[config.mk]
export PLATFORM = sky130hd
export DESIGN_NAME = alu_commit_arbiter
export DESIGN_NICKNAME = d
export VERILOG_FILES = /design/src/rtl/alu_commit_arbiter.sv
export SDC_FILE = /design/constraint.sdc
export NUM_CORES = 1
export LEC_CHECK = 0
export CAP_MARGIN = 10
export CORE_ASPECT_RATIO = 1.75
export CORE_MARGIN = 5
export CORE_UTILIZATION = 38
export CTS_BUF_LIST = sky130_fd_sc_hd__clkbuf_4
export CTS_CLUSTER_DIAMETER = 50
export CTS_CLUSTER_SIZE = 12
export DETAILED_ROUTE_END_ITERATION = 16
export PLACE_DENSITY = 0.79
export SLEW_MARGIN = 30
export SYNTH_ARGS = -nofsm -noshare
export SYNTH_HDL_FRONTEND = slang
export SYNTH_SLANG_ARGS = --single-unit
[constraint.sdc]
create_clock -name clk -period 3.15 [get_ports clk]
set_input_delay 0.63 -clock clk [delete_from_list [all_inputs] [get_ports clk]]
set_output_delay 0.63 -clock clk [all_outputs]
set_load 0.01 [all_outputs]
[src/rtl/alu_commit_arbiter.sv]
// alu_commit_arbiter: round-robin retire of ALU results into one writeback stage with sticky exception capture
module alu_commit_arbiter #(
  parameter int N_ALU = 4,
  parameter int XLEN = 32,
  parameter int REG_ADDR_W = 5,
  localparam int PW = $clog2(N_ALU)
) (
  input  logic                        clk,
  input  logic                        rst,
  input  logic [N_ALU-1:0]            alu_valid,
  input  logic [N_ALU*XLEN-1:0]       alu_res,
  input  logic [N_ALU*REG_ADDR_W-1:0] alu_rd,
  input  logic [N_ALU-1:0]            alu_error,
  output logic [N_ALU-1:0]            alu_clear,
  input  logic                        flush,
  output logic                        wb_en,
  output logic [REG_ADDR_W-1:0]       wb_addr,
  output logic [XLEN-1:0]             wb_data,
  input  logic                        wb_stall,
  output logic                        exc_valid,
  output logic [PW-1:0]               exc_src,
  output logic [REG_ADDR_W-1:0]       exc_rd,
  input  logic                        exc_ack,
  output logic [31:0]                 commit_cnt
);
  logic [XLEN-1:0] res_a [N_ALU];
  logic [REG_ADDR_W-1:0] rd_a [N_ALU];
  logic [N_ALU-1:0] elig, grant_oh;
  logic [PW-1:0] rr_ptr, gidx, idx;
  logic grant, can_grant, g_err, wr;
  logic [XLEN-1:0] g_res;
  logic [REG_ADDR_W-1:0] g_rd;

  for (genvar i = 0; i < N_ALU; i++) begin : g_unpack
    assign res_a[i] = alu_res[i*XLEN +: XLEN];
    assign rd_a[i] = alu_rd[i*REG_ADDR_W +: REG_ADDR_W];
  end

  // an erroring unit must wait until the pending exception is consumed
  assign elig = alu_valid & (~alu_error | {N_ALU{~exc_valid}});
  assign can_grant = (~wb_en | ~wb_stall) & ~flush;

  // scan from rr_ptr downward in rotation distance so the closest eligible unit wins
  always_comb begin
    grant = 1'b0;
    gidx = '0;
    idx = '0;
    for (int k = N_ALU - 1; k >= 0; k--) begin
      idx = PW'((int'(rr_ptr) + k) % N_ALU);
      if (can_grant && elig[idx]) begin
        grant = 1'b1;
        gidx = idx;
      end
    end
  end

  assign g_res = res_a[gidx];
  assign g_rd = rd_a[gidx];
  assign g_err = alu_error[gidx];
  assign wr = grant & ~g_err & (|g_rd);
  assign grant_oh = grant ? N_ALU'(1) << gidx : '0;
  assign alu_clear = rst ? '0 : flush ? alu_valid : grant_oh;

  // round-robin pointer moves past each granted unit
  always_ff @(posedge clk or posedge rst)
    if (rst) rr_ptr <= '0;
    else if (grant) rr_ptr <= gidx == PW'(N_ALU - 1) ? '0 : gidx + 1'b1;

  // writeback stage: flush drops, stall holds, otherwise load or empty
  always_ff @(posedge clk or posedge rst)
    if (rst) begin
      wb_en <= 1'b0;
      wb_addr <= '0;
      wb_data <= '0;
    end else if (flush) wb_en <= 1'b0;
    else if (!(wb_en && wb_stall)) begin
      wb_en <= wr;
      if (wr) begin
        wb_addr <= g_rd;
        wb_data <= g_res;
      end
    end

  // sticky exception; a new error grant takes precedence over the acknowledge
  always_ff @(posedge clk or posedge rst)
    if (rst) begin
      exc_valid <= 1'b0;
      exc_src <= '0;
      exc_rd <= '0;
    end else if (grant && g_err) begin
      exc_valid <= 1'b1;
      exc_src <= gidx;
      exc_rd <= g_rd;
    end else if (exc_ack) exc_valid <= 1'b0;

  // count every non-error retirement, including rd=0 discards
  always_ff @(posedge clk or posedge rst)
    if (rst) commit_cnt <= '0;
    else if (grant && !g_err) commit_cnt <= commit_cnt + 32'd1;
endmodule

==> results of run 1 <==
logic make-up (layout without fill, tap and decap cells):
family,after synthesis,count (layout),share of synthesized area [%]
flops,80,80,39.8
simple gates,284,284,25.7
mux,37,37,10.2
xor+xnor,31,31,5.40
compound gates,93,93,12.7
fa+ha+maj,5,5,1.24
other cells,0,2,0
buf+inv,47,340,4.95
critical path, stage by stage:
cell	delay, ns
dlygate4sd2_1	0.29
buf_4	0.18
a21bo_4	0.20
a21oi_1	0.09
a221o_1	0.36
o21a_4	0.25
inv_2	0.09
ha_4	0.14
a22oi_2	0.06
nor2_1	0.15
buf_2	0.15
state kept, by name, indices dropped and copies added (netlist names):
signal and flops:
commit_cnt 32, wb_data 32, exc_rd 5, wb_addr 5, exc_src 2, rr_ptr 2
exc_valid 1, wb_en 1
stage by stage:
step	worst slack (ns)	util, %	hold slack [ns]	cell area [um^2]
6_report	-0.0829	66.0	0.483	8540
5_1_grt	-0.142	66.0	0.512	8540
4_1_cts	-0.0294	65.2	0.482	8430
3_5_place_dp	-0.816	61.1	0.461	7900
3_3_place_gp	-0.711	61.1	0.461	7900
2_1_floorplan	0.00637	-	0.504	5030
Yosys cell counts (3+ instances only):
cell	number	area (um^2)
and2_1	3	18.8
mux2_4	26	390
nand2_1	170	638
mux2i_1	3	30.0
a21oi_1	6	30.0
o2bb2ai_1	3	26.3
a22oi_1	4	30.0
and3_1	36	225
xor2_1	14	123
dfrtp_1	80	2000
inv_1	9	33.8
or4_1	4	30.0
ha_1	5	62.6
xnor2_1	17	149
a21boi_0	3	22.5
clkbuf_1	18	67.6
buf_1	10	37.5
o21ai_0	11	55.1
o31ai_1	6	45.0
a31oi_1	33	206
nor2_1	11	41.3
nor3_1	14	70.1
buf_12	4	80.1
nand3_1	20	100
mux2_2	8	90.1
o21a_1	3	22.5
or3_1	7	43.8
nor4_1	6	37.5
buf_2	3	15.0
nand4_1	11	68.8
timing repair:
| item | in CTS | in global routing |
|---|---|---|
| resized for setup | 72 | 20 |
| setup buffers | 20 | 1 |
| endpoints found under the hold margin | 0 | 0 |
| gates cloned | 3 | 0 |
| endpoints found under the setup margin | 56 | 53 |
| pin swaps | 16 | 6 |
layer usage:
| layer | wire length [um] | part of all wire [%] | vias to the layer above | global-route usage (%) |
|---|---|---|---|---|
| met4 | 920 | 4.6 | 0 | 12.2 |
| met1 | 6740 | 34 | 2727 | 24.2 |
| met5 | 0 | 0 | - | 0 |
| li1 | - | - | 2602 | - |
| met2 | 11000 | 55 | 295 | 47.2 |
| met3 | 1430 | 7.1 | 74 | 6.23 |
power by group:
group / internal [W] / total [W] / switching, W
sequential: 0.00139 / 0.00169 / 0.000305
combinational: 0.00208 / 0.00378 / 0.00170
clock: 0.000329 / 0.000686 / 0.000357
worst paths after layout:
| kind | cells after the start | slack [ns] | to |
|---|---|---|---|
| setup / recovery | 11 | -0.08 | alu_clear[0] |
| hold / removal | 1 | 0.48 | commit_cnt[31]$_DFFE_PP0N_ |
| setup reg to reg | 14 | -0.01 | wb_data[30]$_DFFE_PP0P_ |
| hold reg to reg | 1 | 0.48 | commit_cnt[31]$_DFFE_PP0N_ |
| max in group asynchronous | 3 | 1.71 | commit_cnt[8]$_DFFE_PP0N_ |
| min in group asynchronous | 2 | 0.77 | exc_valid$_DFFE_PP0P_ |
area by class of cell:
cell class	instances	area, um^2	share of cell area (%)
diodes	2	5.00	0.0586
clock buffers	10	75.1	0.879
clock inverters	5	81.3	0.952
inverters	11	45.0	0.527
multi-input cells	450	3010	35.3
flip-flops and latches	80	2000	23.5
well taps	171	214	2.51
repair buffers	314	3100	36.3
==> parameters.txt, run 1 <==
Parameter                              Value

Routing
  Total Routed Length    20,100 um
  Initial drt markers    300
  Per-cell routed wire length    roughly 19 um
  Number of iterations in the first detailed-routing pass    6
  Via count    approximately 5.7k
  Detailed-route DRC error count    0
  Number of vias per cell    5.46
  Post-DRT Antenna Nets    0

GRT
  Gr usage total    24.7%
  Maximum number of pins on one net before global-route repair    between 60 and 70
  Vias in the first global route    around 6.1k
  Antenna violations before repair    2
  Overflow left after global routing    0
  Global-route wire length before repair    roughly 31,000 um

Setup path
  Signal arrival time at the worst endpoint    roughly 2.6 ns
  Worst-path fanout max    6
  Required time worst endpoint    between 2 and 3 ns
  Crit. End Element    primary output
  Beginning of the critical path    alu_error[3]
  Type of origin of the critical path    input port
  Category of the critical setup timing path    in -> out
  FF-to-FF Start    exc_valid$_DFFE_PP0P_

STA
  FMAX    just over 300 MHz
  Period utilisation layout    103%
  Transition time at the pin with the least slew margin    roughly 0.81 ns
  Largest clock skew in the final design    between 0.01 and 0.015 ns
  Worst max-slew margin expressed relative to the limit    between 40% and 50%
  Hold Violations, Final    0
  Final critical-path setup slack    -0.0829 ns
  Slew Limit Fails    0
  Final period demand of the worst path    about 3.2 ns
  Setup repair after global routing missed its margin    yes
  Total negative setup slack    -1.17 ns
  Final setup violation count    31

Place
  Placed insts    approximately 1k
  HPWL Detailed    around 15,000 um
  RePlAce Congestion    between 0.9 and 1
  Port Buf Inserts    between 200 and 250

CTS
  Sinks on Clock Net    80
  Root buffer cell    clkbuf_4
  CTS Hold Buffers Added    0
  TritonCTS clock tree    done
  H-tree depth    3
  Clock latency at the later pin of the worst-skew pair    0.41 ns
  Longest Clk Path Bufs    2
  Clock-pin slew on the worst setup and hold paths    0.13 ns
  Number of buffers created by CTS    9

Power
  Total design power    between 0.006 and 0.007 W
  Peak supply drop    ~0.35 mV
  Pwr dens    between 700 and 800 mW/mm^2
  Leakage    3.82 nW

Floorplanning
  Die height    around 160 um
  Placeable core area    0.0129 mm^2
  Initial core utilization    between 30 and 40%
  Row cnt    55
  I/O pin cnt    243
  Full die area    between 0.015 and 0.02 mm^2
  Width of the die    96.9 um

Logic synthesis
  Number of warning messages in the yosys log    0
  Post-synthesis sequential element count    80
  Synthesized instance count    about 580
  Number of flops mapped to enable cells by yosys    0
  Synth Net Count    ~740
  Mapped Avg Cell Area    8.71 um^2
  Synthesized cell area    0.00503 mm^2
  Number of different library cells in the post-synthesis netlist    51
  FFs w/ async S/R, synth    100%
  Sequential area share after synthesis    approximately two fifths
  Prevailing post-synth register cell    dfrtp_1

Job
  Max-cap violation count    0

Hold path
  Hold Path Origin    commit_cnt[31]$_DFFE_PP0N_
  Path category of the worst min-delay check    reg -> reg

Finish
  Area delta synth->final    69.9%
  Number of nets in the layout    about 1.0k
  Count of non-filler cells in the finished layout    around 1.0k
  Highest-count cells in the layout ignoring fill and taps    clkdlybuf4s50_1, nand2_1, dfrtp_1, buf_4, and3_1
  Fill cell count    roughly 1.1k
  Most common library cell in the layout ignoring fill and taps    clkdlybuf4s50_1
  Fraction of final layout cells sized beyond drive strength 1    18.6%

Outcome
  Failing checks    setup timing
  Status    finished, violations left
No activity file was read; power rests on OpenSTA's default activity.
==> run 2: changes to the inputs <==
Settings changed: CTS_CLUSTER_DIAMETER 50 to default.
==> results of run 2 <==
Final layout, timing and power as in run 1 (identical DEF).
==> run 3: changes to the inputs <==
Settings changed: CORE_UTILIZATION 38 to 42, PLACE_DENSITY 0.79 to 0.83, TNS_END_PERCENT from default to 30.
Clock period 3.15 ns to 3.4 ns, I/O delays scaled along.
==> parameters.txt, run 3 (synthesized netlist as in run 1, its figures left out) <==
Parameter                              Value

CTS
  H-tree depth    3 (unchanged)
  Clock latency at the later pin of the worst-skew pair    0.42 ns (was 0.41 ns)
  Root buffer cell    clkbuf_4 (unchanged)
  Clock-pin slew on the worst setup and hold paths    0.11 ns (was 0.13 ns)
  Longest Clk Path Bufs    2 (unchanged)
  CTS Hold Buffers Added    0 (unchanged)
  Number of buffers created by CTS    9 (unchanged)
  TritonCTS clock tree    done (unchanged)
  Sinks on Clock Net    80 (unchanged)

Finish
  Count of non-filler cells in the finished layout    989 (was 1,043)
  Highest-count cells in the layout ignoring fill and taps    clkdlybuf4s50_1, nand2_1, dfrtp_1, buf_4, and3_1 (unchanged)
  Fraction of final layout cells sized beyond drive strength 1    15.7% (was 18.6%)
  Final non-filler cell area    0.00822 mm^2 (was 0.00854 mm^2)
  Area delta synth->final    63.5% (was 69.9%)
  Number of nets in the layout    1,013 (was 1,032)
  Registers with the most flip-flops    commit_cnt: 32 flops, wb_data: 32 flops (unchanged)
  Most common library cell in the layout ignoring fill and taps    clkdlybuf4s50_1 (unchanged)

Routing
  Detailed-route DRC error count    0 (unchanged)
  Number of iterations in the first detailed-routing pass    5 (was 6)
  Post-DRT Antenna Nets    0 (unchanged)
  Total Routed Length    18,000 um (was 20,100 um)
  Via count    5,471 (was 5,698)
  Initial drt markers    224 (was 300)
  Number of vias per cell    5.53 (was 5.46)
  Per-cell routed wire length    18.2 um (was 19.3 um)

Setup path
  Crit path cell chain    clkdlybuf4s50_1, buf_6, a21o_1, a311oi_2, a31o_2, nand3_2, inv_2, ha_2, a22oi_2, nor2_1, buf_2 (was dlygate4sd2_1, buf_4, a21bo_4, a21oi_1, a221o_1, o21a_4, inv_2, ha_4, a22oi_2, nor2_1, buf_2)
  Peak per-stage delay on the critical path    0.46 ns (was 0.36 ns)
  Cell at the slowest stage of the critical path    clkdlybuf4s50_1 (was a221o_1)
  Crit. End Element    primary output (unchanged)
  Type of origin of the critical path    input port (unchanged)
  Signal arrival time at the worst endpoint    2.67 ns (was 2.60 ns)
  Category of the critical setup timing path    in -> out (unchanged)
  Required time worst endpoint    2.72 ns (was 2.52 ns)
  Worst-path fanout max    7 (was 6)

GRT
  Global-route track usage on met1    25.2% (was 24.2%)
  Overflow left after global routing    0 (unchanged)
  Gr usage total    24.8% (was 24.7%)
  Antenna violations before repair    0 (was 2)
  Global-route wire length before repair    28,100 um (was 31,200 um)
  Met3 usage in global routing    7.06% (was 6.23%)
  Vias in the first global route    5,571 (was 6,102)
  Maximum number of pins on one net before global-route repair    81 (was 63)
  GRT busiest layer    met2 (unchanged)
  Met2 layer usage reported by global route    47.2% (about the same)

Job
  Max-cap violation count    0 (unchanged)

Floorplanning
  Width of the die    92.7 um (was 96.9 um)
  Initial core utilization    42.4% (was 38.9%)
  Placeable core area    0.0119 mm^2 (was 0.0129 mm^2)
  I/O pin cnt    243 (unchanged)
  Full die area    0.0143 mm^2 (was 0.0157 mm^2)
  Row cnt    53 (was 55)
  Die height    155 um (was 162 um)

Power
  Leakage    3.71 nW (was 3.82 nW)
  Peak supply drop    0.311 mV (was 0.353 mV)
  Pwr dens    662 mW/mm^2 (was 721 mW/mm^2)

STA
  Worst max-slew margin expressed relative to the limit    56.5% (was 45.8%)
  Final setup violation count    0 (was 31)
  Largest clock skew in the final design    0.0175 ns (was 0.0142 ns)
  Transition time at the pin with the least slew margin    0.653 ns (was 0.813 ns)
  FMAX    between 200 and 300 MHz
  Final period demand of the worst path    roughly 3.4 ns
  Hold Violations, Final    0 (unchanged)
  Period utilisation layout    98.6%
  Slew Limit Fails    0 (unchanged)

Hold path
  Path category of the worst min-delay check    reg -> reg (unchanged)

Place
  Port Buf Inserts    242 (unchanged)
  HPWL Detailed    14,100 um (was 15,100 um)
  Placed insts    966 (was 1,005)
  Cell Area, Placed    0.00782 mm^2 (was 0.00790 mm^2)
  RePlAce Congestion    0.881 (was 0.927)

Outcome
  Status    finished clean (was finished, violations left)
-- run 3: worst paths after layout --
check / startpoint / depth (start not counted) / end / slack (ns)
max in group asynchronous: rst / 3 / exc_valid$_DFFE_PP0P_ / 2.23
setup reg to reg: exc_valid$_DFFE_PP0P_ / 12 / wb_data[29]$_DFFE_PP0P_ / 0.12
setup / recovery: flush / 11 / alu_clear[3] / 0.05
hold / removal: commit_cnt[31]$_DFFE_PP0N_ / 1 / commit_cnt[31]$_DFFE_PP0N_ / 0.48
min in group asynchronous: rst / 3 / wb_data[29]$_DFFE_PP0P_ / 0.75
hold reg to reg: commit_cnt[31]$_DFFE_PP0N_ / 1 / commit_cnt[31]$_DFFE_PP0N_ / 0.48
-- run 3: where the power goes --
part	switching, W	internal (W)
clock network	0.000319	0.000367
logic	0.00141	0.00177
registers	0.000289	0.00129
-- run 3: critical path, delay by kind of cell --
family / cells / cell delay (ns)
adders and majority gates: 1 / 0.20
and+or+nand+nor: 2 / 0.26
buffers and inverters: 4 / 0.89
AOI/OAI and AO/OA: 4 / 0.64
-- run 3: final cells by class --
cell class	instances	area, um^2
Clock buffer	9	67.6
Inverter	11	42.5
Fill cell	911	3650
Sequential cell	80	2000
Antenna cell	1	2.50
Timing Repair Buffer	295	2920
Tap cell	137	171
Multi-Input combinational cell	450	2900
Clock inverter	6	109
-- run 3: routing by layer --
| metal | vias up | wire length, um |
|---|---|---|
| met4 | 0 | 448 |
| li1 | 2568 | - |
| met3 | 37 | 1420 |
| met1 | 2610 | 6230 |
| met2 | 256 | 9940 |
| met5 | - | 0 |
-- run 3: metrics by stage --
| stage | power, W | setup slack (ns) | setup TNS [ns] | util, % | hold slack, ns |
|---|---|---|---|---|---|
| after global placement | 0.00450 | -0.517 | -22.95 | 65.9 | 0.457 |
| final | 0.00544 | 0.0478 | 0 | 69.2 | 0.484 |
| after CTS | 0.00547 | -0.00593 | -0.0245 | 68.9 | 0.484 |
| after detailed placement | 0.00461 | -0.695 | -34.51 | 65.9 | 0.465 |
| after global routing | 0.00579 | -0.00155 | -0.00155 | 69.2 | 0.503 |
| after floorplan | 0.00319 | 0.0289 | 0 | - | 0.504 |
-- run 3: timing repair --
| item | CTS | global route |
|---|---|---|
| pin swaps | 7 | 4 |
| endpoints found under the setup margin | 36 | 36 |
| gates cloned | 2 | 0 |
| resized for setup | 46 | 11 |
| buffers inserted | 5 | 1 |
